$ cat src/rtl/adder_rr_scheduler.sv
// rtl/adder_rr_scheduler.sv - round-robin scheduler sharing one external W-bit adder among NREQ requesters
module adder_rr_scheduler #(
    parameter int NREQ = 4,
    parameter int W    = 8,
    parameter int IDW  = 2
) (
    input  logic              clk,
    input  logic              rst,
    input  logic [NREQ-1:0]   req_valid,
    input  logic [NREQ*W-1:0] req_a,
    input  logic [NREQ*W-1:0] req_b,
    input  logic [NREQ-1:0]   req_chain,
    output logic [NREQ-1:0]   req_ready,
    output logic [W-1:0]      add_a,
    output logic [W-1:0]      add_b,
    output logic              add_cin,
    input  logic [W-1:0]      add_sum,
    input  logic              add_cout,
    output logic              res_valid,
    input  logic              res_ready,
    output logic [W-1:0]      res_sum,
    output logic              res_cout,
    output logic [IDW-1:0]    res_id,
    output logic              busy
);

    typedef enum logic [1:0] {IDLE, CALC, RESP} state_t;

    localparam logic [IDW:0]   NREQ_X   = (IDW+1)'(NREQ);
    localparam logic [IDW-1:0] LAST_ID  = IDW'(NREQ - 1);
    localparam logic [NREQ-1:0] ONE_HOT0 = {{(NREQ-1){1'b0}}, 1'b1};

    state_t          state;
    logic [IDW-1:0]  rr_ptr;
    logic [IDW-1:0]  owner;
    logic [NREQ-1:0] carry;

    logic [IDW-1:0]  winner;
    logic            any_valid;
    logic [IDW:0]    scan;
    logic [W-1:0]    win_a;
    logic [W-1:0]    win_b;
    logic            win_chain;
    logic            win_carry;
    logic [IDW-1:0]  next_ptr;

    // Scan downward so the last hit (smallest offset from rr_ptr) wins.
    always_comb begin
        winner    = '0;
        any_valid = 1'b0;
        scan      = '0;
        for (int k = NREQ - 1; k >= 0; k--) begin
            scan = {1'b0, rr_ptr} + (IDW+1)'(k);
            if (scan >= NREQ_X) begin
                scan = scan - NREQ_X;
            end
            if (req_valid[scan[IDW-1:0]]) begin
                winner    = scan[IDW-1:0];
                any_valid = 1'b1;
            end
        end
    end

    always_comb begin
        win_a     = '0;
        win_b     = '0;
        win_chain = 1'b0;
        win_carry = 1'b0;
        for (int i = 0; i < NREQ; i++) begin
            if (IDW'(i) == winner) begin
                win_a     = req_a[i*W +: W];
                win_b     = req_b[i*W +: W];
                win_chain = req_chain[i];
                win_carry = carry[i];
            end
        end
    end

    assign next_ptr  = (owner == LAST_ID) ? '0 : owner + 1'b1;
    assign req_ready = (!rst && state == IDLE && any_valid) ? (ONE_HOT0 << winner) : '0;

    // add_a/add_b/add_cin double as the captured operand registers, so the
    // adder inputs are stable for the entire CALC cycle.
    always_ff @(posedge clk) begin
        if (rst) begin
            state     <= IDLE;
            rr_ptr    <= '0;
            owner     <= '0;
            carry     <= '0;
            add_a     <= '0;
            add_b     <= '0;
            add_cin   <= 1'b0;
            res_sum   <= '0;
            res_cout  <= 1'b0;
            res_id    <= '0;
            res_valid <= 1'b0;
            busy      <= 1'b0;
        end else begin
            case (state)
                IDLE: begin
                    if (any_valid) begin
                        add_a   <= win_a;
                        add_b   <= win_b;
                        add_cin <= win_chain & win_carry;
                        owner   <= winner;
                        busy    <= 1'b1;
                        state   <= CALC;
                    end
                end
                CALC: begin
                    res_sum      <= add_sum;
                    res_cout     <= add_cout;
                    res_id       <= owner;
                    carry[owner] <= add_cout;
                    res_valid    <= 1'b1;
                    state        <= RESP;
                end
                RESP: begin
                    if (res_ready) begin
                        rr_ptr    <= next_ptr;
                        res_valid <= 1'b0;
                        busy      <= 1'b0;
                        state     <= IDLE;
                    end
                end
                default: begin
                    state <= IDLE;
                end
            endcase
        end
    end

endmodule

$ cat config.mk
export PLATFORM = sky130hd
export DESIGN_NAME = adder_rr_scheduler
export DESIGN_NICKNAME = d
export VERILOG_FILES = /design/src/rtl/adder_rr_scheduler.sv
export SDC_FILE = /design/constraint.sdc
export NUM_CORES = 1
export LEC_CHECK = 0
export CAP_MARGIN = 10
export CORE_ASPECT_RATIO = 1.25
export CORE_MARGIN = 10
export CORE_UTILIZATION = 60
export DETAILED_ROUTE_END_ITERATION = 8
export DONT_BUFFER_PORTS = 1
export PLACE_DENSITY = 0.76
export REMOVE_ABC_BUFFERS = 1
export SLEW_MARGIN = 20
export SYNTH_ARGS = -nofsm -noshare
export SYNTH_HDL_FRONTEND = slang
export SYNTH_SLANG_ARGS = --single-unit
$ cat constraint.sdc
create_clock -name clk -period 1.7 [get_ports clk]
set_input_delay 0.17 -clock clk [delete_from_list [all_inputs] [get_ports clk]]
set_output_delay 0.17 -clock clk [all_outputs]
set_load 0.005 [all_outputs]
== Word-level counts from Yosys, hierarchy flattened ==
Index checks and enable logic that the tools add are counted.

* Register bits after elaboration: 40
* Bits of input ports: 84
* Output and inout port bits: 34
* Word-level logic and storage cells: 101

* Add/sub/neg operators: 8
* Order comparisons: 10
* Equal/unequal tests: 8
* Shift-type cells: 1
* Multiplexer cells: 48
* Bitwise operators: 1
* Reductions and logical operators: 13

{| class="wikitable"
|+ Operators with widths
! kind !! number
|-
| 8-bit 2-to-1 mux || 8
|-
| 2-bit 2-to-1 mux || 11
|-
| 1-bit 2-to-1 mux || 19
|-
| 2-bit by 3-bit < comparator with 1-bit output (second input constant) || 5
|-
| 3-bit greater-or-equal comparator (second input constant) || 3
|-
| 1-bit binary-select mux with 2-bit select || 4
|-
| 2-bit AND reduction || 4
|-
| 2-bit by 1-bit subtractor with 2-bit output (second input constant) || 4
|-
| 2-bit by 2-bit adder with 3-bit output (second input constant) || 2
|-
| 2-bit case mux with 3 select lines || 1
|-
| 4-bit bitwise mux || 1
|-
| 2-bit equality test (first input constant) || 2
|-
| 2-bit equality test (second input constant) || 2
|-
| 2-bit logical NOT || 2
|-
| 4-bit 2-to-1 mux || 1
|-
| 2-bit != test (second input constant) || 2
|-
| 1-bit case mux with 2 select lines || 2
|-
| 2-bit nonzero test || 2
|-
| 1-bit by 2-bit left shift with 4-bit output (first input constant) || 1
|-
| 2-bit by 1-bit adder with 3-bit output (second input constant) || 1
|-
| 2-bit by 3-bit greater-or-equal comparator with 1-bit output (second input constant) || 1
|-
| 1-bit logical AND || 3
|-
| 3-bit AND reduction || 1
|-
| 2-bit by 1-bit adder with 2-bit output (second input constant) || 1
|-
| 6 further kinds || 6
|}

== Depth between registers and ports, before layout ==
Gate-level depths: netlist (run 1).

* Word-level depth: 15
* Depth in mapped cells: 8
* Depth with buffers taken out: 5

== Least setup slack after synthesis (run 1) ==
No wires, ideal clock.

* Kind: register -> output
* Start: reg rr_ptr[0]
* End: out req_ready[3]
* Arrival: 1.454 ns
* Required time: 1.530 ns
* Slack: 0.076 ns
* Stages on the path, launching flop included: 8
* Buffers on the path: 2
* Cell sequence: dfxtp_1 nand2b_1 a21oi_1 or3_4 nand2b_4 buf_6 buf_12 nor2_1

* Longest elaborated chain between the ends: 11
* Elaborated cells on any way between the ends: 34
* Those cells by class: 7 x add/sub; 4 x order compare; 1 x shift; 21 x mux; 1 x reduce/logical

{| class="wikitable"
|+ Ends and longest elaborated chain
! item !! RTL line !! source
|-
| from (decl) || 34 || <nowiki>logic [IDW-1:0] rr_ptr;</nowiki>
|-
| from (signal assigned) || 120 || <nowiki>rr_ptr <= next_ptr;</nowiki>
|-
| 2-bit by 2-bit adder with 3-bit output || 53 || <nowiki>scan = {1'b0, rr_ptr} + (IDW+1)'(k);</nowiki>
|-
| 3-bit greater-or-equal comparator or 2-bit by 1-bit subtractor with 2-bit output (tied branches) || 54, 55 ||
|-
| 2-bit 2-to-1 mux || 54 || <nowiki>if (scan >= NREQ_X) begin</nowiki>
|-
| 1-bit binary-select mux with 2-bit select || 57 || <nowiki>if (req_valid[scan[IDW-1:0]]) begin</nowiki>
|-
| 1-bit 2-to-1 mux (not written as such) || 57 ||
|-
| 2-bit 2-to-1 mux or 1-bit 2-to-1 mux (tied branches) (4 in a row) || 57 ||
|-
| 1-bit by 2-bit left shift with 4-bit output or 1-bit logical AND (tied branches) || 80 || <nowiki>assign req_ready = (!rst && state == IDLE && any_valid) ? (ONE_HOT0 << winner) : '0;</nowiki>
|-
| 4-bit 2-to-1 mux * || 80 ||
|-
| to (decl) || 13 || <nowiki>output logic [NREQ-1:0] req_ready,</nowiki>
|}

Mark *: on every way between the ends. The rest lies on a longest branch, timed or not. The select of a mux whose other input is x is not followed.

== Final worst setup path (run 1) ==
* Start: reg rr_ptr[0]
* End: out req_ready[2]

Same word-level chain as after synthesis.

==> results of run 1 <==
path summary, 6_finish.rpt:
check                                            start               endpoint  slack, ns  depth (start not counted)
worst min register to register   carry[3]$_SDFFE_PP0P_  carry[3]$_SDFFE_PP0P_       0.46                          2
worst max-delay path            rr_ptr[0]$_SDFFE_PP0P_           req_ready[2]      -0.07                          5
worst max register to register  rr_ptr[0]$_SDFFE_PP0P_   add_cin$_SDFFE_PP0P_       0.03                          7
worst min-delay path                          add_cout  res_cout$_SDFFE_PP0P_      0.004                          2
stage by stage:
step,std cells,hold WS (ns)
6_report,279,0.00354
5_1_grt,279,0.00887
4_1_cts,267,0.000761
3_5_place_dp,254,0.244
3_3_place_gp,254,0.242
2_1_floorplan,210,0.239
Yosys cell counts (2+ instances only):
cell / number
clkbuf_1: 5
ha_1: 4
dfxtp_1: 40
buf_2: 4
nand2_1: 50
nand3_1: 4
o221ai_2: 9
inv_1: 4
nand2b_1: 5
o2111ai_1: 2
nor2_1: 8
o221ai_1: 7
mux2i_1: 34
buf_6: 6
nor2b_1: 2
a21oi_1: 22
nor3_1: 2
and2_1: 2
mux2_2: 2
cell usage in the layout (no fill, tap or decap), drive strengths merged, types with 3 or more instances in the layout:
| master | n |
|---|---|
| ha | 4 |
| nand2b | 6 |
| nand2 | 50 |
| a21oi | 22 |
| o221ai | 16 |
| inv | 4 |
| nor2 | 8 |
| dfxtp | 40 |
| clkbuf | 5 |
| mux2i | 34 |
| nand3 | 4 |
| buf | 21 |
| nor2b | 3 |
per-layer routing:
| layer | wire [µm] | share of wire | track usage | up-vias |
|---|---|---|---|---|
| met4 | 93 | 0.015 | 0.0475 | 0 |
| met1 | 1940 | 0.32 | 0.174 | 792 |
| met5 | 0 | 0 | 0 | - |
| met2 | 3080 | 0.51 | 0.318 | 100 |
| li1 | - | - | - | 832 |
| met3 | 929 | 0.15 | 0.104 | 10 |
repair_timing:
item	in CTS	in global routing
hold buffers	1	1
endpoints found under the hold margin	22	1
gates resized for setup	12	8
gates cloned	1	0
setup buffers	4	11
endpoints found under the setup margin	5	17
pin swaps	2	5
registers in the layout (all words and copies together) (netlist names), 2 cells and up:
register / cells
add_b: 8
carry: 4
res_sum: 8
owner: 2
res_id: 2
state: 2
rr_ptr: 2
add_a: 8
worst max-delay path: stages, from the launching register on:
cell and delay [ns]:
dfxtp_2 0.35, nand2b_4 0.14, a21oi_4 0.05, or3_4 0.40, nor3_4 0.20, and2_4 0.17
cells by family (layout without fill, tap and decap cells):
kind of cell / after synthesis / after routing
simple gates: 83 / 83
fa+ha+maj: 4 / 4
compound gates: 43 / 43
buf+inv: 20 / 34
flops: 40 / 40
mux: 36 / 36
final cells by class:
type / count / area share
inverters: 4 / 0.00610
repair buffers: 23 / 0.0955
flip-flops and latches: 40 / 0.327
clock buffers: 5 / 0.0279
well taps: 39 / 0.0198
clock inverters: 2 / 0.00508
multi-input cells: 166 / 0.518
power by group:
group          internal (mW)  switching (mW)
combinational          0.246           0.232
clock                  0.278           0.319
sequential              1.02          0.0796
total                   1.55           0.631
==> results.sh, run 1 <==
export IMPL_total_power_mw=2.18
export IMPL_yosysTopAreaCellShare=0.374
export IMPL_synth_fa_ha_area_frac=0.0234
export IMPL_yosysWarnings=0
export IMPL_drc=0
export IMPL_start_util=0.620
export IMPL_synth_compound_area_frac=0.171
export IMPL_grtUsageTotal=0.180
export IMPL_dr_pass1_iters=4
export IMPL_die_w_um=73.4
export IMPL_maxCapViolCount=0
export IMPL_synth_top_cell_by_area="dfxtp_1"
export IMPL_nFillCells=242
export IMPL_synth_area_mux_share=0.169
export IMPL_htree_levels=2
export IMPL_ant_nets=0
export IMPL_clock_skew_ns=0.00958
export IMPL_path_class="reg2out"
export IMPL_postSynthAreaPerCell_um2=9.47
export IMPL_hpwl_mm=4.55
export IMPL_drv_slew=0
export IMPL_final_period_utilization=1.04
export IMPL_clk_root_buffer_cell="clkbuf_8"
export IMPL_finalWorstSetupSlack_ns=-0.0716
export IMPL_fin_crit_ns=1.77
export IMPL_grt_max_degree=23
export IMPL_peakVddDrop_mv=0.872
export IMPL_startpoint_type="flop"
export IMPL_drt_initial_drc_count=79
export IMPL_nets=328
export IMPL_grt_pass1_wl_mm=9.38
export IMPL_fp_coreArea_um2=3450
export IMPL_power_density_nw_per_um2=885
export IMPL_clk_pin_slew_ns=0.08
export IMPL_grt_pass1_vias=1804
export IMPL_status="complete, but fails checks"
export IMPL_numCtsBuffers=5
export IMPL_worst_pin_slew_ns=0.734
export IMPL_hp_class="in2reg"
export IMPL_worstSkewPairLatency_ns=0.29
export IMPL_drive_gt1_frac=0.250
export IMPL_clock_sinks=40
export IMPL_async_flop_share=0
export IMPL_vias=1734
export IMPL_final_hold_viol_count=0
export IMPL_synth_edf_count=0
export IMPL_yosys_area_share_simple=0.196
export IMPL_fmax_mhz=564
export IMPL_fp_row_count=24
export IMPL_synth_flop_cell="dfxtp_1"
export IMPL_synth_area_um2=2140
export IMPL_place_congestion=0.807
export IMPL_arrival_ns=1.60
export IMPL_area_growth_syn_to_layout_pct=15.0
export IMPL_wirelength_mm=6.04
export IMPL_fin_setup_tns_ns=-0.0914
export IMPL_yosys_top_cells_area="dfxtp_1, mux2i_1, nand2_1"
export IMPL_cts_tree="yes"
export IMPL_wl_per_cell_um=21.7
export IMPL_ys_types=33
export IMPL_critPathCaptureType="primary output"
export IMPL_setup_viol=2
export IMPL_grt_overflow_total=0
export IMPL_diodes=0
export IMPL_viasPerCell=6.22
export IMPL_die_h_um=86.8
export IMPL_cp_required_ns=1.53
export IMPL_cp_max_fo=4
export IMPL_multiInputGateArea_um2=1280
export IMPL_synth_top_family_by_area="simple AND/OR/NAND/NOR gates"
export IMPL_boundaryPins=118
export IMPL_fin_area_um2=2460
export IMPL_syn_inst=226
export IMPL_utilization=0.713
export IMPL_violations="negative setup slack"
export IMPL_die_area_um2=6370
export IMPL_dpl_worst_slack_ns=-0.0236
export IMPL_slew_headroom=0.509
export IMPL_clockBufferDepth=2
export IMPL_grt_antenna_before_repair=0
export IMPL_seqCellArea_um2=806
export IMPL_yosysSeqAreaShare=0.374
export IMPL_portBuffers=0
export IMPL_ys_ff_latch=40
export IMPL_synth_xor_area_frac=0
export IMPL_p_leak_nw=1.03
export IMPL_dpl_instance_area_um2=2130
export IMPL_rsz0062_at_grt="yes"
Power figures use the tool's default switching activity.
==> run 2, diff against run 1 <==
==> constraint.sdc (replaced) <==
create_clock -name clk -period 1.7 [get_ports clk]
set_input_delay 0.255 -clock clk [delete_from_list [all_inputs] [get_ports clk]]
set_output_delay 0.255 -clock clk [all_outputs]
set_load 0.005 [all_outputs]
==> results.sh, run 2 (synthesis gave the netlist of run 1 again) <==
export IMPL_grt_pass1_vias=1900
export IMPL_hp_class="in2reg"
export IMPL_grt_pass1_wl_mm=9.56
export IMPL_cp_max_fo=3
export IMPL_final_common_cell="nand2_1"
export IMPL_crit_chain="a21oi_2, nor3b_2, or3_4, nor3_4, and2_4"
export IMPL_cp_required_ns=1.44
export IMPL_fp_coreArea_um2=3450
export IMPL_fin_crit_ns=1.83
export IMPL_clock_sinks=40
export IMPL_fin_setup_tns_ns=-0.265
export IMPL_drt_initial_drc_count=71
export IMPL_drc=0
export IMPL_die_area_um2=6370
export IMPL_dr_pass1_iters=4
export IMPL_grt_max_degree=26
export IMPL_worst_pin_slew_ns=0.427
export IMPL_dp_cells=257
export IMPL_final_hold_viol_count=0
export IMPL_crit_slowest_cell="or3_4"
export IMPL_grt_antenna_before_repair=0
export IMPL_total_power_mw=2.35
export IMPL_fin_area_um2=2430
export IMPL_area_growth_syn_to_layout_pct=13.4
export IMPL_rsz0062_at_grt="yes"
export IMPL_wl_per_cell_um=22.6
export IMPL_worstSkewPairLatency_ns=0.28
export IMPL_slew_headroom=0.715
export IMPL_utilization=0.703
export IMPL_hpwl_mm=4.70
export IMPL_startpoint_type="flop"
export IMPL_place_congestion=0.790
export IMPL_dpl_worst_slack_ns=-0.0489
export IMPL_reg_top3="add_a (8), add_b (8), res_sum (8)"
export IMPL_grt_overflow_total=0
export IMPL_violations="negative setup slack"
export IMPL_clockBufferDepth=2
export IMPL_start_util=0.620
export IMPL_final_period_utilization=1.08
export IMPL_cts_tree="yes"
export IMPL_clock_skew_ns=0.00887
export IMPL_cts_hold_buf=0
export IMPL_viasPerCell=6.37
export IMPL_wirelength_mm=6.18
export IMPL_holdWs_ns=0.0263
export IMPL_finalWorstSetupSlack_ns=-0.133
export IMPL_portBuffers=0
export IMPL_die_h_um=86.8
export IMPL_grtUsageTotal=0.187
export IMPL_numCtsBuffers=5
export IMPL_setup_viol=4
export IMPL_die_w_um=73.4
export IMPL_clk_pin_slew_ns=0.08
export IMPL_status="complete, but fails checks"
export IMPL_p_leak_nw=1.03
export IMPL_peakVddDrop_mv=0.752
export IMPL_drv_slew=0
export IMPL_htree_levels=2
export IMPL_dpl_instance_area_um2=2170
export IMPL_fp_row_count=24
export IMPL_drive_gt1_frac=0.244
export IMPL_path_class="reg2out"
export IMPL_boundaryPins=118
export IMPL_power_density_nw_per_um2=967
export IMPL_clk_root_buffer_cell="clkbuf_8"
export IMPL_ant_nets=0
export IMPL_maxCapViolCount=0
export IMPL_arrival_ns=1.58
export IMPL_stdcell_count=273
export IMPL_fmax_mhz=546
export IMPL_slowest_delay_ns=0.40
export IMPL_nets=321
export IMPL_vias=1739
export IMPL_diodes=0
export IMPL_critPathCaptureType="primary output"
export IMPL_layout_common_cells="nand2_1, dfxtp_1, mux2i_1"
[run 2: cell count changes in the layout (fill, tap and decap cells not counted), moves of 2 or more]
cell	delta
o2111ai_1	-2
mux2i_1	+2
o2111ai_2	+2
dlygate4sd3_1	-2
mux2i_4	-2
buf_4	-6
[run 2: critical path, delay by kind of cell (launching register included)]
| family | cells | cell delay [ns] |
|---|---|---|
| simple gates | 4 | 0.82 |
| compound gates | 1 | 0.13 |
| flops | 1 | 0.36 |
[run 2: where the power goes]
part	internal [mW]	switching (mW)
clock	0.480	0.326
sequential	1.02	0.0773
combinational	0.218	0.225
total	1.72	0.628
[run 2: cell type report]
| type | count | area (µm²) |
|---|---|---|
| Clock buffer | 6 | 82.6 |
| Clock inverter | 2 | 38.8 |
| Fill cell | 261 | 1020 |
| Inverter | 4 | 15.0 |
| Multi-Input combinational cell | 166 | 1260 |
| Sequential cell | 40 | 806 |
| Tap cell | 39 | 48.8 |
| Timing Repair Buffer | 16 | 174 |
[run 2: layer usage]
layer / vias up / GRT usage / share of wire
met2: 95 / 0.327 / 0.51
met4: 0 / 0.0781 / 0.029
met1: 813 / 0.164 / 0.31
li1: 815 / - / -
met5: - / 0 / 0
met3: 16 / 0.120 / 0.15
[run 2: path summary, 6_finish.rpt]
check	from	endpoint	slack, ns	cells after the start
max	rr_ptr[1]$_SDFFE_PP0P_	req_ready[2]	-0.13	5
max reg2reg	rr_ptr[1]$_SDFFE_PP0P_	add_b[7]$_SDFFE_PP0P_	0.13	7
min	rst	res_sum[4]$_SDFFE_PP0P_	0.03	1
min reg2reg	carry[3]$_SDFFE_PP0P_	carry[3]$_SDFFE_PP0P_	0.45	2
[run 2: repair_timing]
item | 4_1_cts | 5_1_grt
gates resized for setup | 16 | 3
hold endpoints to repair | 0 | 0
setup endpoints to repair | 12 | 16
setup buffers | 8 | 0
pin swaps | 4 | 2
cloned | 1 | 0
